--- config.mk ---
export PLATFORM = sky130hd
export DESIGN_NAME = alarm_controller
export DESIGN_NICKNAME = d
export VERILOG_FILES = /design/src/rtl/alarm_controller.sv
export SDC_FILE = /design/constraint.sdc
export NUM_CORES = 1
export LEC_CHECK = 0
export ABC_AREA = 1
export BUFFER_PORTS_ARGS = -buffer_cell sky130_fd_sc_hd__clkbuf_2
export CORE_MARGIN = 8
export CORE_UTILIZATION = 50
export DETAILED_ROUTE_END_ITERATION = 8
export PLACE_DENSITY = 0.93
export SLEW_MARGIN = 20
export SYNTH_ARGS = -nofsm -noshare
export SYNTH_HDL_FRONTEND = slang
export SYNTH_SLANG_ARGS = --single-unit
--- constraint.sdc ---
create_clock -name i_Clk_5MHz -period 2.1 [get_ports i_Clk_5MHz]
set_clock_uncertainty 0.1 [all_clocks]
set_input_delay 0.525 -clock i_Clk_5MHz [delete_from_list [all_inputs] [get_ports i_Clk_5MHz]]
set_output_delay 0.525 -clock i_Clk_5MHz [all_outputs]
set_load 0.05 [all_outputs]
--- src/rtl/alarm_controller.sv ---
// Alarm sequencer: compares BCD time against the alarm, runs DISARMED/ARMED/RINGING/SNOOZING.
// Define ALARM_BUZZER_PATTERN_EN for a 0.5 s on / 0.5 s off buzzer; otherwise the buzzer is a steady tone.
module alarm_controller #(
    parameter int SNOOZE_MINUTES = 9,
    parameter int RING_TIMEOUT_S = 600,
    parameter int MAX_SNOOZES    = 3
) (
    input  logic        i_Clk_5MHz,
    input  logic        i_Reset,
    input  logic        i_Clk_100Hz_Pulse,
    input  logic [31:0] i_Time,
    input  logic        i_PM,
    input  logic [31:0] i_Alarm_Time,
    input  logic        i_Alarm_PM,
    input  logic        i_Alarm_Enable,
    input  logic        i_Snooze,
    input  logic        i_Dismiss,
    output logic        o_Ringing,
    output logic        o_Snoozing,
    output logic        o_Buzzer,
    output logic [3:0]  o_Snooze_Count
);

    typedef enum logic [1:0] {
        DISARMED,
        ARMED,
        RINGING,
        SNOOZING
    } state_e;

    localparam logic [19:0] SNOOZE_LOAD  = 20'(SNOOZE_MINUTES * 6000);
    localparam logic [19:0] RING_LOAD    = 20'(RING_TIMEOUT_S * 100);
    localparam logic [3:0]  SNOOZE_LIMIT = 4'(MAX_SNOOZES);

    state_e      state_q, state_d;
    logic [19:0] timer_q, timer_d;
    logic [3:0]  snooze_cnt_q, snooze_cnt_d;
    logic        match_q, match_d;
    logic        ringing_q, ringing_d;
    logic        snoozing_q, snoozing_d;
    logic        buzzer_q, buzzer_d;
    logic        trigger;
    logic        expire;
    logic        unused_alarm_low;

    // Seconds and hundredths of the alarm register are never compared.
    assign unused_alarm_low = ^i_Alarm_Time[15:0];

    assign match_d = (i_Time[31:16] == i_Alarm_Time[31:16]) &&
                     (i_PM == i_Alarm_PM) &&
                     (i_Time[15:0] == 16'h0000);
    assign trigger = match_d & ~match_q;
    assign expire  = i_Clk_100Hz_Pulse && (timer_q == 20'd1);

    always_ff @(posedge i_Clk_5MHz) begin
        if (!i_Reset) begin
            state_q <= DISARMED;
        end else begin
            state_q <= state_d;
        end
    end

    always_comb begin
        state_d = state_q;
        if (!i_Alarm_Enable) begin
            state_d = DISARMED;
        end else begin
            case (state_q)
                DISARMED: state_d = ARMED;
                ARMED: begin
                    if (trigger) state_d = RINGING;
                end
                RINGING: begin
                    if (i_Dismiss)                                    state_d = ARMED;
                    else if (i_Snooze && (snooze_cnt_q < SNOOZE_LIMIT)) state_d = SNOOZING;
                    else if (expire)                                  state_d = ARMED;
                end
                SNOOZING: begin
                    if (i_Dismiss)   state_d = ARMED;
                    else if (expire) state_d = RINGING;
                end
                default: state_d = DISARMED;
            endcase
        end
    end

    // The shared timer is (re)loaded on every entry into a timed state, so a load beats a decrement.
    always_comb begin
        timer_d      = timer_q;
        snooze_cnt_d = snooze_cnt_q;
        if ((state_d == ARMED) || (state_d == DISARMED)) begin
            timer_d      = '0;
            snooze_cnt_d = '0;
        end else if ((state_d == SNOOZING) && (state_q != SNOOZING)) begin
            timer_d      = SNOOZE_LOAD;
            snooze_cnt_d = snooze_cnt_q + 4'd1;
        end else if ((state_d == RINGING) && (state_q != RINGING)) begin
            timer_d = RING_LOAD;
        end else if (i_Clk_100Hz_Pulse && (timer_q != '0)) begin
            timer_d = timer_q - 20'd1;
        end
    end

`ifdef ALARM_BUZZER_PATTERN_EN
    logic [5:0] pulse_cnt_q, pulse_cnt_d;
    logic       phase_q, phase_d;

    // Phase flips every 50 pulses of continuous ringing and restarts high on each entry.
    always_comb begin
        pulse_cnt_d = pulse_cnt_q;
        phase_d     = phase_q;
        if (state_d != RINGING) begin
            pulse_cnt_d = '0;
            phase_d     = 1'b0;
        end else if (state_q != RINGING) begin
            pulse_cnt_d = '0;
            phase_d     = 1'b1;
        end else if (i_Clk_100Hz_Pulse) begin
            if (pulse_cnt_q == 6'd49) begin
                pulse_cnt_d = '0;
                phase_d     = ~phase_q;
            end else begin
                pulse_cnt_d = pulse_cnt_q + 6'd1;
            end
        end
    end

    always_ff @(posedge i_Clk_5MHz) begin
        if (!i_Reset) begin
            pulse_cnt_q <= '0;
            phase_q     <= 1'b0;
        end else begin
            pulse_cnt_q <= pulse_cnt_d;
            phase_q     <= phase_d;
        end
    end
`endif

    always_comb begin
        ringing_d  = (state_d == RINGING);
        snoozing_d = (state_d == SNOOZING);
`ifdef ALARM_BUZZER_PATTERN_EN
        buzzer_d   = phase_d;
`else
        buzzer_d   = ringing_d;
`endif
    end

    always_ff @(posedge i_Clk_5MHz) begin
        if (!i_Reset) begin
            timer_q      <= '0;
            snooze_cnt_q <= '0;
            match_q      <= 1'b0;
            ringing_q    <= 1'b0;
            snoozing_q   <= 1'b0;
            buzzer_q     <= 1'b0;
        end else begin
            timer_q      <= timer_d;
            snooze_cnt_q <= snooze_cnt_d;
            match_q      <= match_d;
            ringing_q    <= ringing_d;
            snoozing_q   <= snoozing_d;
            buzzer_q     <= buzzer_d;
        end
    end

    assign o_Ringing      = ringing_q;
    assign o_Snoozing     = snoozing_q;
    assign o_Buzzer       = buzzer_q;
    assign o_Snooze_Count = snooze_cnt_q;

endmodule

# Word-level counts from Yosys, hierarchy flattened
# Cells that the tools add are included.
[op_classes]
n_addsub = 2
n_lt_le_gt_ge = 1
n_eq_ne = 11
n_mux = 11
bitwise = 3
reduce_logical = 17
[op_table]
columns = ["op", "count"]
rows = [
  ["$mux 16", 3],
  ["$eq 20x1->1 const B", 1],
  ["$reduce_bool 20->1", 1],
  ["$sub 20x1->20 const B", 1],
  ["$eq 16x16->1", 1],
  ["$logic_not 16->1", 1],
  ["$mux 2", 7],
  ["$eq 2x2->1 const B", 4],
  ["$pmux 2 s4", 1],
  ["$logic_and 1x1->1", 7],
  ["$add 4x1->4 const B", 1],
  ["$eq 2x1->1 const B", 2],
  ["$logic_not 2->1", 2],
  ["$lt 4x2->1 const B", 1],
  ["$ne 2x2->1 const B", 2],
  ["$reduce_or 4->1", 1],
  ["$reduce_bool 3->1", 1],
  ["$reduce_or 3->1", 1],
  ["$not 1->1", 2],
  ["$reduce_bool 2->1", 1],
  ["$reduce_or 2->1", 1],
  ["$and 1x1->1", 1],
  ["$eq 1x1->1", 1],
  ["$logic_or 1x1->1", 1],
]
[word_totals]
register_bits = 29
out_inout_bits = 7

# Depth between registers and ports, before layout
# Gate-level depths: netlist of run 1.
[logic_depth]
ltp_word = 11
depth_mapped = 15

# Least setup slack after synthesis of run 1
# No wires, ideal clock.
[synth_path]
kind = "reg2reg"
startpoint = "register snooze_cnt_q[1] (netlist: o_Snooze_Count[1])"
endpoint = "register timer_q[18]"
setup_ps = 118
arrival_time_ps = 1870
required_time_ps = 1882
path_slack_ps = 12
stages_incl_launch_ff = 15
n_path_buf = 0
synth_period_minus_slack_ps = 2088
path_cell_list = "dfxtp_1 ha_1 nor2_1 nand3_1 nand2_1 nor3_1 nand2_1 nand2_1 nand2_2 inv_2 nand2_4 nand2_4 nand3_4 nand3_4 nor2_2"
[synth_via]
elab_chain_cells = 9
elab_cells_between_ends = 14
cone_classes = "1 x order compare; 3 x eq/ne; 4 x mux; 6 x reduce/logical"
[synth_lines]
columns = ["item", "line_no", "rtl"]
rows = [
  ["start: declaration", "37", "logic [3:0] snooze_cnt_q, snooze_cnt_d;"],
  ["start signal: assignment", "159", "snooze_cnt_q <= snooze_cnt_d;"],
  ["$lt 4x2->1 *", "75", "else if (i_Snooze && (snooze_cnt_q < SNOOZE_LIMIT)) state_d = SNOOZING;"],
  ["$logic_and 1x1->1 *", "75", ""],
  ["$mux 2 *", "75", ""],
  ["$mux 2 *", "74", "if (i_Dismiss) state_d = ARMED;"],
  ["$pmux 2 s4 *", "68", "case (state_q)"],
  ["$mux 2 *", "65", "if (!i_Alarm_Enable) begin"],
  ["$eq 2x1->1 (tied with other cells)", "91", "if ((state_d == ARMED) || (state_d == DISARMED)) begin"],
  ["$logic_or 1x1->1 (tied with other cells)", "91", ""],
  ["$reduce_or 4->1 (no source line) *", "-", ""],
  ["end signal: assignment", "158", "timer_q <= timer_d;"],
  ["end: declaration", "36", "logic [19:0] timer_q, timer_d;"],
]
# Mark *: on every way between the ends. The rest lies on a longest branch, timed or not.
# A chain may end at the register's enable or synchronous reset.

# Worst setup path after layout of run 1
[layout_path]
startpoint = "input i_Alarm_Time[29]"
endpoint = "register timer_q[16]"
[layout_via]
elab_chain_cells = 10
elab_cells_between_ends = 15
cone_classes = "4 x eq/ne; 3 x mux; 1 x bitwise; 7 x reduce/logical"
[layout_lines]
columns = ["item", "line_no", "rtl"]
rows = [
  ["start: declaration", "13", "input logic [31:0] i_Alarm_Time,"],
  ["$eq 16x16->1 *", "49", "assign match_d = (i_Time[31:16] == i_Alarm_Time[31:16]) &&"],
  ["$logic_and 1x1->1 *", "49", ""],
  ["$logic_and 1x1->1 *", "50", "(i_PM == i_Alarm_PM) &&"],
  ["$and 1x1->1 *", "52", "assign trigger = match_d & ~match_q;"],
  ["$mux 2 *", "71", "if (trigger) state_d = RINGING;"],
  ["$pmux 2 s4 *", "68", ""],
  ["$mux 2 *", "65", ""],
  ["$eq 2x1->1 (tied with other cells)", "91", ""],
  ["$logic_or 1x1->1 (tied with other cells)", "91", ""],
  ["$reduce_or 4->1 (no source line) *", "-", ""],
]
# Marked as above.

==> results.cfg, run 1 <==
[run_status]
outcome = complete, no violations

[global_route]
grt_overflow = 0
grt_pass1_vias = 2270
grt_pass1_wl_um = 8960
antenna_found_initial = 0
grt_use_total_pct = 16.5
grt_max_degree = 11

[sta]
max_freq_mhz = 504
setup_viol = 0
slew-limit-headroom_pct = 77.2
hold_viol = 0
slew_viol_final = 0
hold_slack_ps = 347
setup_tns_ps = 0
fin_crit_ps = 1990
tightestPinTransition_ps = 339
period_share_pct = 94.5
rsz0062_at_grt = yes
layout_setup_ws_ps = 115

[logic_synthesis]
syn_inst = 354
ys_seq_area_share_pct = 26.6
ys_ff_latch = 29
synth_area_um2 = 2180
yosysUniqueCellTypes = 30
syn_area_per_cell_um2 = 6.16
ys_warn_count = 0
syn_nets = 430

[floorplan]
core_um2 = 4260
fp.dieH_um = 82.0
start_util_pct = 51.1
die_w_um = 82.0
num_rows = 24
ioPinCount = 79
die-area_um2 = 6730

[clock_network]
cts_inserted_buffers = 5
h-tree-depth = 2
hold_buffers = 0
clk_latency_ps = 280
clk_pin_slew_ps = 60
clockBufferDepth = 2
cts.sinks = 29
cts_tree = built
root_buffer = clkbuf_8

[pwr]
power_density_nw_per_um2 = 436
p_total_mw = 1.22
ir_drop_mv = 0.211
p_leak_nw = 1.54

[worst_setup_path]
critPathLaunch = i_Alarm_Time[29]
reg2reg_from = timer_q[0]
crit_path_end_kind = register
crit_fanout = 5
crit_type = input pin to register
worstSetupStartpointType = input pin
worst_ep_arrival_time_ps = 2070
required_ps = 2180

[placed_design]
dp_hpwl_um = 4420
dpl_worst_slack_ps = -122
place.gp.congestion = 0.851
post_dp_cell_area_um2 = 2620
port_buffers = 62
dp.cells = 477

[detailed_routing]
viasPerCell = 4.84
drt_iter0_drc = 107
drc = 0
wire_per_inst_um = 11.2
drtAntennaViolNets = 0
routed_wl_um = 5440
dr.pass1.iters = 4
routed-via-count = 2359

[hold_path]
hp-start = o_Snooze_Count[3]
hold_path.class = register to register

[finish]
final_area_um2 = 2800
final_cell_count_no_fill = 487
layout.nets = 510
drive_above_1_share_pct = 30.1
syn_to_final_growth_pct = 28.3
nFillCells = 347
fin_util_pct = 65.6
diodes = 0

[job]
drv_cap = 0
-- cell usage after synthesis (all sizes together) --
library cell | count | area share, %
xnor2 | 7 | 2.8
nor2 | 83 | 16
buf | 2 | 0.86
nand4 | 8 | 2.6
xor2 | 12 | 4.8
or2 | 2 | 0.57
a21oi | 14 | 4.4
clkbuf | 1 | 0.17
dfxtp | 29 | 27
nand3b | 2 | 0.69
o21ai | 10 | 2.3
inv | 62 | 11
nor4 | 1 | 0.29
nand2 | 90 | 17
nand3 | 20 | 6.4
nor3 | 7 | 1.6
ha | 4 | 2.3
-- per-layer routing --
layer,up-vias,global-route usage (%),wire length (um)
met2,63,31.3,2810
met4,0,6.84,101
li1,1244,-,-
met5,-,0,0
met1,1044,17.0,2250
met3,8,3.28,281
-- worst max-delay path: stages --
cell	delay (ps)
clkbuf_2	100
xnor2_2	180
nand2_1	70
nor2_1	100
nand2_1	70
nor2_2	110
nand4_2	130
a21oi_4	240
nand3_2	240
nand3_2	250
nor2_2	40
-- layout make-up --
type	instances	area, um^2	share of cell area, %
inverter	62	233	8.32
clock buffer	7	96.3	3.44
multi-input combinational	261	1410	50.3
clock inverter	1	5.00	0.179
timing repair buffer	75	412	14.7
sequential	29	581	20.8
tap	52	65.1	2.33
-- report_power, final --
| part | switching, mW | leakage, nW | internal, mW | total (mW) |
|---|---|---|---|---|
| sequential | 0.000792 | 0.234 | 0.551 | 0.552 |
| clock | 0.208 | 0.0542 | 0.295 | 0.503 |
| combinational | 0.0860 | 1.25 | 0.0783 | 0.164 |
-- cell families (layout without fill, tap and decap cells) --
group / count (synthesis) / after routing / share of synthesized area (%)
and+or+nand+nor: 213 / 214 / 45.0
buffers and inverters: 65 / 145 / 11.7
DFF: 29 / 29 / 26.6
AOI/OAI and AO/OA: 24 / 24 / 6.71
xor gates and xnor gates: 19 / 19 / 7.63
adders and majority gates: 4 / 4 / 2.29
-- cells in the final DEF (no fill, tap or decap), types with 6 or more instances in the layout --
cell / n
clkbuf_8: 7
nor3_1: 7
xnor2_1: 6
nor2_2: 16
inv_1: 58
nand3_1: 15
buf_4: 12
nand4_1: 7
xor2_1: 12
clkbuf_2: 62
nor2_1: 64
a21oi_1: 8
dfxtp_1: 29
nand2_1: 84
-- path summary, 6_finish.rpt --
kind / slack [ps] / endpoint / depth (start not counted)
min: 350 / o_Snooze_Count[3] / 2
max: 110 / timer_q[16] / 11
max reg2reg: 140 / timer_q[14] / 12
min reg2reg: 350 / o_Snooze_Count[3] / 2
-- flip-flops by register name, indices dropped and copies added, names as in the netlist --
signal / cells
o_Buzzer: 1
state_q: 2
o_Snooze_Count: 4
timer_q: 20
match_q: 1
o_Snoozing: 1
-- repair_timing --
item | in CTS | in global routing
gates resized for setup | 0 | 15
setup endpoints to repair | 0 | 24
setup buffers | 0 | 1
Power figures use the tool's default switching activity.
==> run 2, diff against run 1 <==
Settings changed: ABC_AREA 1 to 0, CORE_UTILIZATION 50 to 47, PLACE_DENSITY 0.93 to 0.92.
==> results.cfg, run 2 <==
[run_status]
outcome = finished with violations
failed_checks = negative setup slack

[detailed_routing]
routed-via-count = 2117
drt_iter0_drc = 240
drc = 0
routed_wl_um = 6980
dr.pass1.iters = 4
viasPerCell = 5.86
drtAntennaViolNets = 0
wire_per_inst_um = 19.3

[pwr]
power_density_nw_per_um2 = 454
pwr-share-clk_pct = 48.0
pwr-share-seq_pct = 43.1
sw_frac_of_total_pct = 21.8
power.internal_mw = 1.00
p_leak_nw = 1.20
p_comb_share_pct = 8.9
ir_drop_mv = 0.436
power_switching_uw = 280

[hold_path]
hold_path.class = register to register

[sta]
tightestPinTransition_ps = 433
rsz0062_at_grt = yes
setup_viol = 28
slew_viol_final = 0
layout_setup_ws_ps = -363
hold_viol = 0
fin_crit_ps = 2460
slew-limit-headroom_pct = 70.8
max_freq_mhz = 406
period_share_pct = 117

[logic_synthesis]
ys_seq_area_share_pct = 33.6
synth.most_common_cell = dfxtp_1
synth_area_um2 = 1730
syn_inst = 198
syn_nets = 274
syn_area_per_cell_um2 = 8.72
synthTopCellsByCount = 29 x dfxtp_1, 19 x nor2_1, 18 x xnor2_1
ys_warn_count = 0
async_flop_share_pct = 0
yosysUniqueCellTypes = 41
synth_top_area_share_pct = 33.6
ys_top_cells_by_area = dfxtp_1 34%, xnor2_1 9.1%, xor2_1 8.6%
ys.flop_type = dfxtp_1
ys_ff_latch = 29
synth_edf_count = 0
yosysTopAreaCell = dfxtp_1

[finish]
regMostFlops = timer_q
layout.nets = 388
syn_to_final_growth_pct = 63.4
largest_register_ff_count = 20
final_area_um2 = 2820
drive_above_1_share_pct = 49.5
layout_common_cells = 62 x clkbuf_2, 42 x buf_4, 28 x dfxtp_1
final_cell_count_no_fill = 361
mostFrequentLayoutCell = clkbuf_2
diodes = 0

[floorplan]
fp.dieH_um = 76.6
core_um2 = 3610
die-area_um2 = 5870
ioPinCount = 79
start_util_pct = 47.9
die_w_um = 76.6
num_rows = 22

[placed_design]
dp_hpwl_um = 3980
post_dp_cell_area_um2 = 2360
place.gp.congestion = 0.890
dp.cells = 337
port_buffers = 62

[global_route]
grt_pass1_vias = 2237
grt_max_degree = 11
grt_pass1_wl_um = 9950
grt_use_total_pct = 20.6
antenna_found_initial = 0
grt_overflow = 0

[clock_network]
clk_pin_slew_ps = 70
clockBufferDepth = 2
hold_buffers = 0
h-tree-depth = 2
cts_tree = built
cts.sinks = 29
root_buffer = clkbuf_8
clk_latency_ps = 290
cts_inserted_buffers = 5

[worst_setup_path]
crit_fanout = 6
critical_path.top_delay_family = simple AND/OR/NAND/NOR gates
critPathBufInv = 0
worst_ep_arrival_time_ps = 2520
path_cells = or4_4, or4b_4, o211ai_4, or3_4, xor2_1, a211oi_1
required_ps = 2160
crit_type = register to register
critPathMaxStageDelay_ps = 570
r2r_slack_ps = -360
cp_slowest_cell = or4b_4
worstSetupStartpointType = register
crit_path_end_kind = register

[job]
drv_cap = 0
## run 2: changes by cell type in the layout (fill, tap and decap cells not counted), sizes merged, moves of 4 or more
cell / delta
a21oi: -6
nor3: +9
nor4: +9
or3: +8
nor4b: +4
o21ai: -6
o211ai: +5
xor2: +5
buf: +39
xnor2: +11
nor2: -64
inv: -53
nand2: -84
nand3: -19
## run 2: repair_timing
item,in CTS,in global routing
gates resized for setup,15,22
endpoints found under the setup margin,28,28
pin swaps,14,15
gates cloned,1,0
setup buffers,10,5
## run 2: metrics by stage
| stage | power [mW] | setup TNS, ps | setup slack, ps | utilization (%) | hold WS (ps) |
|---|---|---|---|---|---|
| 2_1_floorplan | 0.606 | -1710 | -161 | - | 430 |
| 3_5_place_dp | 0.672 | -8540 | -388 | 65.5 | 332 |
| 5_1_grt | 1.31 | -8110 | -402 | 78.2 | 364 |
| 3_3_place_gp | 0.667 | -7100 | -312 | 65.5 | 331 |
| 6_report | 1.28 | -6880 | -363 | 78.2 | 342 |
| 4_1_cts | 1.27 | -4220 | -231 | 74.0 | 341 |
## run 2: metal layers
metal / wire, um / GRT usage [%] / up-vias
met5: 0 / 0 / -
met4: 371 / 12.3 / 0
met3: 541 / 6.84 / 45
met2: 3670 / 38.7 / 132
met1: 2390 / 18.7 / 993
li1: - / - / 947
## run 2: cells by family (layout without fill, tap and decap cells)
family                     Yosys count  after routing  share of synthesized area [%]
AOI/OAI and AO/OA                   31             31                           14.0
xor gates and xnor gates            35             35                           17.8
adders and majority gates            4              4                           2.90
buffers and inverters               16            131                           4.71
DFF                                 29             29                           33.6
muxes                                1              1                          0.580
and+or+nand+nor                     82             82                           26.4
## run 2: final timing paths
check	startpoint	end	depth (start not counted)
worst min register to register	o_Snooze_Count[3]	o_Snooze_Count[3]	2
worst max register to register	timer_q[17]	timer_q[4]	6
worst max-delay path	timer_q[17]	timer_q[4]	6
worst min-delay path	o_Snooze_Count[3]	o_Snooze_Count[3]	2
## run 2: final cells by class
class | instances | area, um^2
Multi-Input combinational cell | 153 | 1250
Fill cell | 206 | 785
Timing Repair Buffer | 114 | 776
Sequential cell | 29 | 582
Clock buffer | 7 | 86.3
Tap cell | 48 | 60.1
Inverter | 9 | 33.8
Clock inverter | 1 | 30.0
## run 2: tightest hold or removal path: stages, from the launching register on
cell,delay (ps)
dfxtp_1,320
inv_1,50
nor2_1,30
## run 2: power groups by stage
stage                     clock network (mW)  logic [mW]  registers [mW]
after floorplan                            0      0.0422           0.563
after global placement                     0       0.103           0.564
after detailed placement                   0       0.108           0.564
after CTS                              0.608       0.110           0.552
after global routing                   0.634       0.124           0.551
final                                  0.615       0.114           0.552
==> run 3, diff against run 2 <==
Settings changed: MAX_ROUTING_LAYER set to met4.
==> results.cfg, run 3 (synthesis results as in run 2) <==
[clock_network]
clk_pin_slew_ps = 70
clockBufferDepth = 2
h-tree-depth = 2
root_buffer = clkbuf_8
cts_tree = built
cts_inserted_buffers = 5
hold_buffers = 0
clk_latency_ps = 290
cts.sinks = 29

[finish]
diodes = 0
multi_input_area_um2 = 1250
regMostFlops = timer_q
final_cell_count_no_fill = 361
nFillCells = 206
seqCellArea_um2 = 582
mostFrequentLayoutCell = clkbuf_2
largest_register_ff_count = 20
layout.nets = 388
syn_to_final_growth_pct = 63.4
fin_util_pct = 78.2
drive_above_1_share_pct = 49.5
layout_common_cells = 62 x clkbuf_2, 42 x buf_4, 28 x dfxtp_1
final_area_um2 = 2820

[floorplan]
fp.dieH_um = 76.6
start_util_pct = 47.9
die_w_um = 76.6
core_um2 = 3610
num_rows = 22
ioPinCount = 79
die-area_um2 = 5870

[job]
drv_cap = 0

[sta]
slew_viol_final = 0
setup_tns_ps = -6660
period_share_pct = 117
fin_crit_ps = 2450
layout_setup_ws_ps = -352
hold_slack_ps = 344
slew-limit-headroom_pct = 71.7
hold_viol = 0
setup_viol = 28
max_freq_mhz = 408
tightestPinTransition_ps = 418
rsz0062_at_grt = yes

[worst_setup_path]
crit_type = register to register
required_ps = 2160
worstSetupStartpointType = register
crit_path_end_kind = register
worst_ep_arrival_time_ps = 2510
crit_fanout = 6

[detailed_routing]
routed-via-count = 2128
dr.pass1.iters = 4
routed_wl_um = 6930
drt_iter0_drc = 204
wire_per_inst_um = 19.2
drtAntennaViolNets = 0
drc = 0
viasPerCell = 5.89

[run_status]
failed_checks = negative setup slack
outcome = finished with violations

[pwr]
pwr-share-clk_pct = 47.9
power_density_nw_per_um2 = 453
ir_drop_mv = 0.439
sw_frac_of_total_pct = 21.6
power_switching_uw = 276
pwr-share-seq_pct = 43.2
p_comb_share_pct = 8.9
p_leak_nw = 1.20
p_total_mw = 1.28
power.internal_mw = 1.00

[global_route]
grt.busiest_layer = met2
grt_pass1_wl_um = 9940
antenna_found_initial = 0
use_met1_pct = 20.2
grt_overflow = 0
grt_pass1_vias = 2250
grt_max_degree = 11
use_met3_pct = 4.60
grt_use_total_pct = 21.3
grt_use_met2_pct = 38.7

[placed_design]
dp_hpwl_um = 3980
port_buffers = 62
dpl_worst_slack_ps = -388
place.gp.congestion = 0.905
dp.cells = 337
post_dp_cell_area_um2 = 2360

[hold_path]
hold_path.class = register to register
## run 3: power by group through the flow
stage	logic [mW]	registers, mW	clock network [mW]
4_1_cts	0.110	0.552	0.608
6_report	0.114	0.552	0.611
2_1_floorplan	0.0422	0.563	0
3_3_place_gp	0.103	0.564	0
5_1_grt	0.124	0.551	0.635
3_5_place_dp	0.108	0.564	0
## run 3: cell type report
type                       instances  share of cell area (%)
inverter                           9                    1.20
tap                               48                    2.13
timing repair buffer             114                    27.5
sequential                        29                    20.6
clock inverter                     1                    1.06
clock buffer                       7                    3.06
multi-input combinational        153                    44.4
## run 3: what timing repair did
action / 4_1_cts / 5_1_grt
buffers inserted: 10 / 5
gates resized for setup: 15 / 22
pin swaps: 14 / 17
gates cloned: 1 / 0
endpoints found under the setup margin: 28 / 28
## run 3: critical path, cell delays in order (launching register included)
cell and delay, ps:
dfxtp_2 330, or4_4 550, or4b_4 580, o211ai_4 280, or3_4 180, xor2_1 200, a211oi_1 110
## run 3: per-layer routing
| layer | up-vias | routed length, um |
|---|---|---|
| met1 | 991 | 2430 |
| li1 | 946 | - |
| met4 | 0 | 386 |
| met5 | - | 0 |
| met3 | 44 | 464 |
| met2 | 147 | 3640 |
## run 3: worst paths after layout
| path | startpoint | depth (start not counted) | to | slack (ps) |
|---|---|---|---|---|
| hold reg to reg | o_Snooze_Count[3] | 2 | o_Snooze_Count[3] | 340 |
| hold / removal | o_Snooze_Count[3] | 2 | o_Snooze_Count[3] | 340 |
| setup reg to reg | timer_q[17] | 6 | timer_q[4] | -350 |
| setup / recovery | timer_q[17] | 6 | timer_q[4] | -350 |
